[config.mk]
export PLATFORM = sky130hd
export DESIGN_NAME = high_to_low_delay_ctrl
export DESIGN_NICKNAME = d
export VERILOG_FILES = /design/src/rtl/high_to_low_delay_ctrl.sv
export SDC_FILE = /design/constraint.sdc
export NUM_CORES = 1
export LEC_CHECK = 0
export CORE_MARGIN = 2
export CORE_UTILIZATION = 60
export CTS_CLUSTER_DIAMETER = 200
export DETAILED_ROUTE_END_ITERATION = 10
export PLACE_DENSITY = 0.79
export SETUP_SLACK_MARGIN = 0.1
export SLEW_MARGIN = 20
export SYNTH_ARGS = -nofsm -noshare
export SYNTH_HDL_FRONTEND = slang
export SYNTH_SLANG_ARGS = --single-unit
[constraint.sdc]
create_clock -name clk -period 4.1 [get_ports clk]
set_clock_uncertainty 0.05 [all_clocks]
set_input_delay 0.82 -clock clk [delete_from_list [all_inputs] [get_ports clk]]
set_output_delay 0.82 -clock clk [all_outputs]
set_load 0.1 [all_outputs]
[src/rtl/high_to_low_delay_ctrl.sv]
// high_to_low_delay_ctrl
// Falling-edge path-delay measurement controller. Precharges the path under
// test to 1, launches a 1->0 edge on pathInput and counts clk cycles until
// pathResult is sampled low. The count is then held and fin is raised.
// Precharge or measurement overruns abort with timeout.
//
// Ports:
//   clk         rising-edge clock
//   rst_n       asynchronous active-low reset
//   start       single-cycle request (accepted in IDLE, DONE, ERR)
//   pathResult  output of path under test, sampled raw on posedge clk
//   pathInput   drive into path under test
//   ld_reg      high while measuring; enables the external delay register
//   fin         measurement complete, delay_count valid
//   timeout     measurement aborted
//   delay_count measured delay in clk cycles
module high_to_low_delay_ctrl #(
  parameter int unsigned CNT_W          = 8,
  parameter int unsigned SETTLE_CYCLES  = 4,
  parameter int unsigned TIMEOUT_CYCLES = 200
) (
  input  logic             clk,
  input  logic             rst_n,
  input  logic             start,
  input  logic             pathResult,
  output logic             pathInput,
  output logic             ld_reg,
  output logic             fin,
  output logic             timeout,
  output logic [CNT_W-1:0] delay_count
);

  localparam int unsigned SETTLE_W = 8;
  localparam logic [SETTLE_W-1:0] SETTLE_MAX = SETTLE_W'(SETTLE_CYCLES);
  localparam logic [CNT_W-1:0]    TMO_MAX    = CNT_W'(TIMEOUT_CYCLES);

  typedef enum logic [2:0] {
    IDLE,
    PRECHARGE,
    MEASURE,
    DONE,
    ERR
  } stateT;

  stateT               state;
  stateT               nextState;
  logic [SETTLE_W-1:0] settleCnt;
  logic [SETTLE_W-1:0] settleNext;
  logic [SETTLE_W-1:0] settleInc;
  logic [CNT_W-1:0]    tmoCnt;
  logic [CNT_W-1:0]    tmoNext;
  logic [CNT_W-1:0]    tmoInc;
  logic [CNT_W-1:0]    countNext;
  logic [CNT_W-1:0]    countInc;
  logic                pathInputNext;
  logic                ldRegNext;
  logic                finNext;
  logic                timeoutNext;

  assign settleInc = settleCnt + SETTLE_W'(1);
  assign tmoInc    = tmoCnt + CNT_W'(1);
  assign countInc  = delay_count + CNT_W'(1);

  // State, counters and outputs; outputs are registered from the next state
  always_ff @(posedge clk or negedge rst_n) begin
    if (!rst_n) begin
      state       <= IDLE;
      settleCnt   <= '0;
      tmoCnt      <= '0;
      delay_count <= '0;
      pathInput   <= 1'b0;
      ld_reg      <= 1'b0;
      fin         <= 1'b0;
      timeout     <= 1'b0;
    end else begin
      state       <= nextState;
      settleCnt   <= settleNext;
      tmoCnt      <= tmoNext;
      delay_count <= countNext;
      pathInput   <= pathInputNext;
      ld_reg      <= ldRegNext;
      fin         <= finNext;
      timeout     <= timeoutNext;
    end
  end

  // Next-state, counter and output decode
  always_comb begin
    nextState  = state;
    settleNext = settleCnt;
    tmoNext    = tmoCnt;
    countNext  = delay_count;

    case (state)
      IDLE, DONE, ERR: begin
        if (start) begin
          nextState  = PRECHARGE;
          settleNext = '0;
          tmoNext    = '0;
          countNext  = '0;
        end
      end

      PRECHARGE: begin
        tmoNext    = tmoInc;
        settleNext = pathResult ? settleInc : '0;
        // Settling wins over a coincident precharge timeout
        if (pathResult && (settleInc == SETTLE_MAX)) begin
          nextState  = MEASURE;
          settleNext = '0;
          tmoNext    = '0;
        end else if (tmoInc == TMO_MAX) begin
          nextState = ERR;
        end
      end

      MEASURE: begin
        if (!pathResult) begin
          nextState = DONE;
        end else begin
          countNext = countInc;
          // Abort at the limit so the count saturates instead of wrapping
          if (countInc == TMO_MAX) begin
            nextState = ERR;
          end
        end
      end

      default: begin
        nextState = IDLE;
      end
    endcase

    pathInputNext = (nextState == PRECHARGE);
    ldRegNext     = (nextState == MEASURE);
    finNext       = (nextState == DONE);
    timeoutNext   = (nextState == ERR);
  end

endmodule
==> flow_summary.ini <==
[status]
status = finished clean

[final_layout]
largest_registers = delay_count x8, settleCnt x8, tmoCnt x8
layout.cells.most_common_list = dfrtp_1 (31), nand2_1 (22), o21ai_0 (21)
area_growth_syn_to_layout_pct = 11.9
fin_area_um2 = 1970
drive_gt1_share_pct = 9.22
fin_nets = 213
final_common_cell = dfrtp_1
diodes = 0
fin_cells = 237

[sta]
hold_viol = 0
min_period_ps = 2840
setup_ws_ps = 1260
fin_crit_sh_pct = 69.4
finalSetupViolCount = 0
setup_tns_ps = 0
slew_violations = 0
max_freq_ghz = 0.352
rsz0062_at_grt = no
relSlewSlack_pct = 35.4
tightest_slew_ps = 966

[floorplan]
die_x_um = 58.2
ios = 16
row_count = 19
die-area_um2 = 3390
start_util_pct = 63.4
fp.coreArea_um2 = 2780
dieHeight_um = 58.2

[global_routing]
grt_first_pass_wirelength_mm = 6.42
grt_overflow = 0
grt_usage_pct = 25.5
antenna_found_initial = 0
grt_max_degree = 32
grt_pass1_vias = 1422

[place]
globalplace.congestion = 0.841
placed_area_um2 = 1920
hpwl_mm = 2.64
portBuffers = 15
placed_cells = 229
dp_slack_ps = 1240

[yosys]
synthArstFlopShare_pct = 100
ys_seq_elements = 31
syn-cell-area_um2 = 1760
ys_seq_area_share_pct = 44.0
avgSynthCellArea_um2 = 9.38
synth_top_flop_cell = dfrtp_1
netlist.area_leader.share_pct = 44.0
synth_top_cell_by_area = dfrtp_1
synth_edf_count = 0
syn_nets = 196
ys_warn_count = 0
synth_cells = 188
ys_types = 48
synth_area_leaders = dfrtp_1 (44%), o21ai_0 (6.0%), nand2_1 (4.7%)

[route]
drt_iter0_drc = 94
via_count = 1514
drc = 0
dr.pass1.iters = 4
viasPerCell = 6.39
wire_per_inst_um = 15.4
routed_wl_mm = 3.65
final_antenna_net_count = 0

[cts]
cts_root_buf = clkbuf_4
cts_max_level = 2
insertion_delay_ps = 340
postCtsSetupBuffers = 0
cts_buffer_depth = 2
cts_resized = 0
clk_pin_slew_ps = 100
tritoncts = done
ctsHoldBuffers = 0
cts_buffers = 5
cts_sinks = 31

[worst_setup_path]
cp_slowest_stage_delay_ps = 1170
end_kind = output pin
cp.arrival_ps = 1970
cp_top_family = buffers and inverters
r2r_end = tmoCnt[6]$_DFFE_PN0P_
path_cells = clkdlybuf4s50_1
crit_path_start_kind = flop
required_ps = 3230
cp_slowest_cell = clkdlybuf4s50_1
r2r_cells = 6
crit_type = reg -> out
rrSetupSlack_ps = 1800
reg2reg_from = settleCnt[0]$_DFFE_PN0P_
crit_fanout = 7
critPathBufInv = 1

[hold_path]
hold_class = reg -> reg
hp-start = settleCnt[7]$_DFFE_PN0P_
hold_end = settleCnt[7]$_DFFE_PN0P_
worstHoldPathCells = 1

[power_and_ir_drop]
p_leak_nw = 0.869
power_density_nw_per_um2 = 434
peakVddDrop_uv = 367

[run]
maxCapViolCount = 0
-- cell type report --
class / instances / area, um^2
multi-input combinational: 146 / 927
fill: 220 / 807
sequential: 31 / 776
timing repair buffer: 17 / 165
tap: 31 / 38.8
clock buffer: 5 / 37.5
clock inverter: 3 / 15.0
inverter: 4 / 15.0
-- cells in the mapped netlist, types with 5 or more instances --
| cell type | count |
|---|---|
| o21ai_0 | 21 |
| nand3_1 | 6 |
| dfrtp_1 | 31 |
| and3_1 | 5 |
| xnor2_1 | 6 |
| nor2b_1 | 5 |
| nand2_1 | 22 |
| a21oi_1 | 5 |
| nor2_1 | 13 |
| nor3_1 | 5 |
-- stage by stage --
stage	utilization [%]	total power, mW	hold WS [ps]
finish	71.0	0.858	436
global route	71.0	0.917	477
CTS	71.0	0.863	438
detailed placement	69.1	0.688	420
global placement	69.1	0.672	417
floorplan	-	0.612	393
-- metal layers --
metal	share of wire, %	global-route usage, %	vias to the layer above
met5	0	0	-
met4	2.1	14.3	0
met3	5.8	7.37	10
met2	47	38.1	43
met1	45	33.1	739
li1	-	-	722
-- cells by family (layout without fill, tap and decap cells) --
kind of cell / after synthesis / in the layout / share of synthesized area [%]
simple gates: 78 / 78 / 22.9
compound gates: 53 / 53 / 21.3
flops: 31 / 31 / 44.0
buf+inv: 11 / 29 / 3.47
xor+xnor: 10 / 10 / 4.96
fa+ha+maj: 4 / 4 / 2.84
mux: 1 / 1 / 0.567
-- where the power goes --
part,leakage [nW],total [mW],internal [mW],switching (mW)
Clock,0.0347,0.175,0.0637,0.111
Combinational,0.421,0.267,0.106,0.161
Sequential,0.413,0.416,0.352,0.0637
Total,0.869,0.858,0.522,0.336
-- how the worst max path moves through the flow --
| stage | slack (ps) | depth (start not counted) | endpoint | from |
|---|---|---|---|---|
| finish | 1260 | 1 | delay_count[4] | delay_count[4]$_DFFE_PN0P_ |
| global route | 1180 | 1 | delay_count[4] | delay_count[4]$_DFFE_PN0P_ |
| CTS | 1230 | 1 | delay_count[4] | delay_count[4]$_DFFE_PN0P_ |
| detailed placement | 1240 | 5 | tmoCnt[6]$_DFFE_PN0P_ | pathResult |
| global placement | 1310 | 5 | tmoCnt[5]$_DFFE_PN0P_ | pathResult |
| floorplan | 1860 | 6 | ld_reg$_DFF_PN0_ | delay_count[0]$_DFFE_PN0P_ |
(Power assumes the default switching activity.)
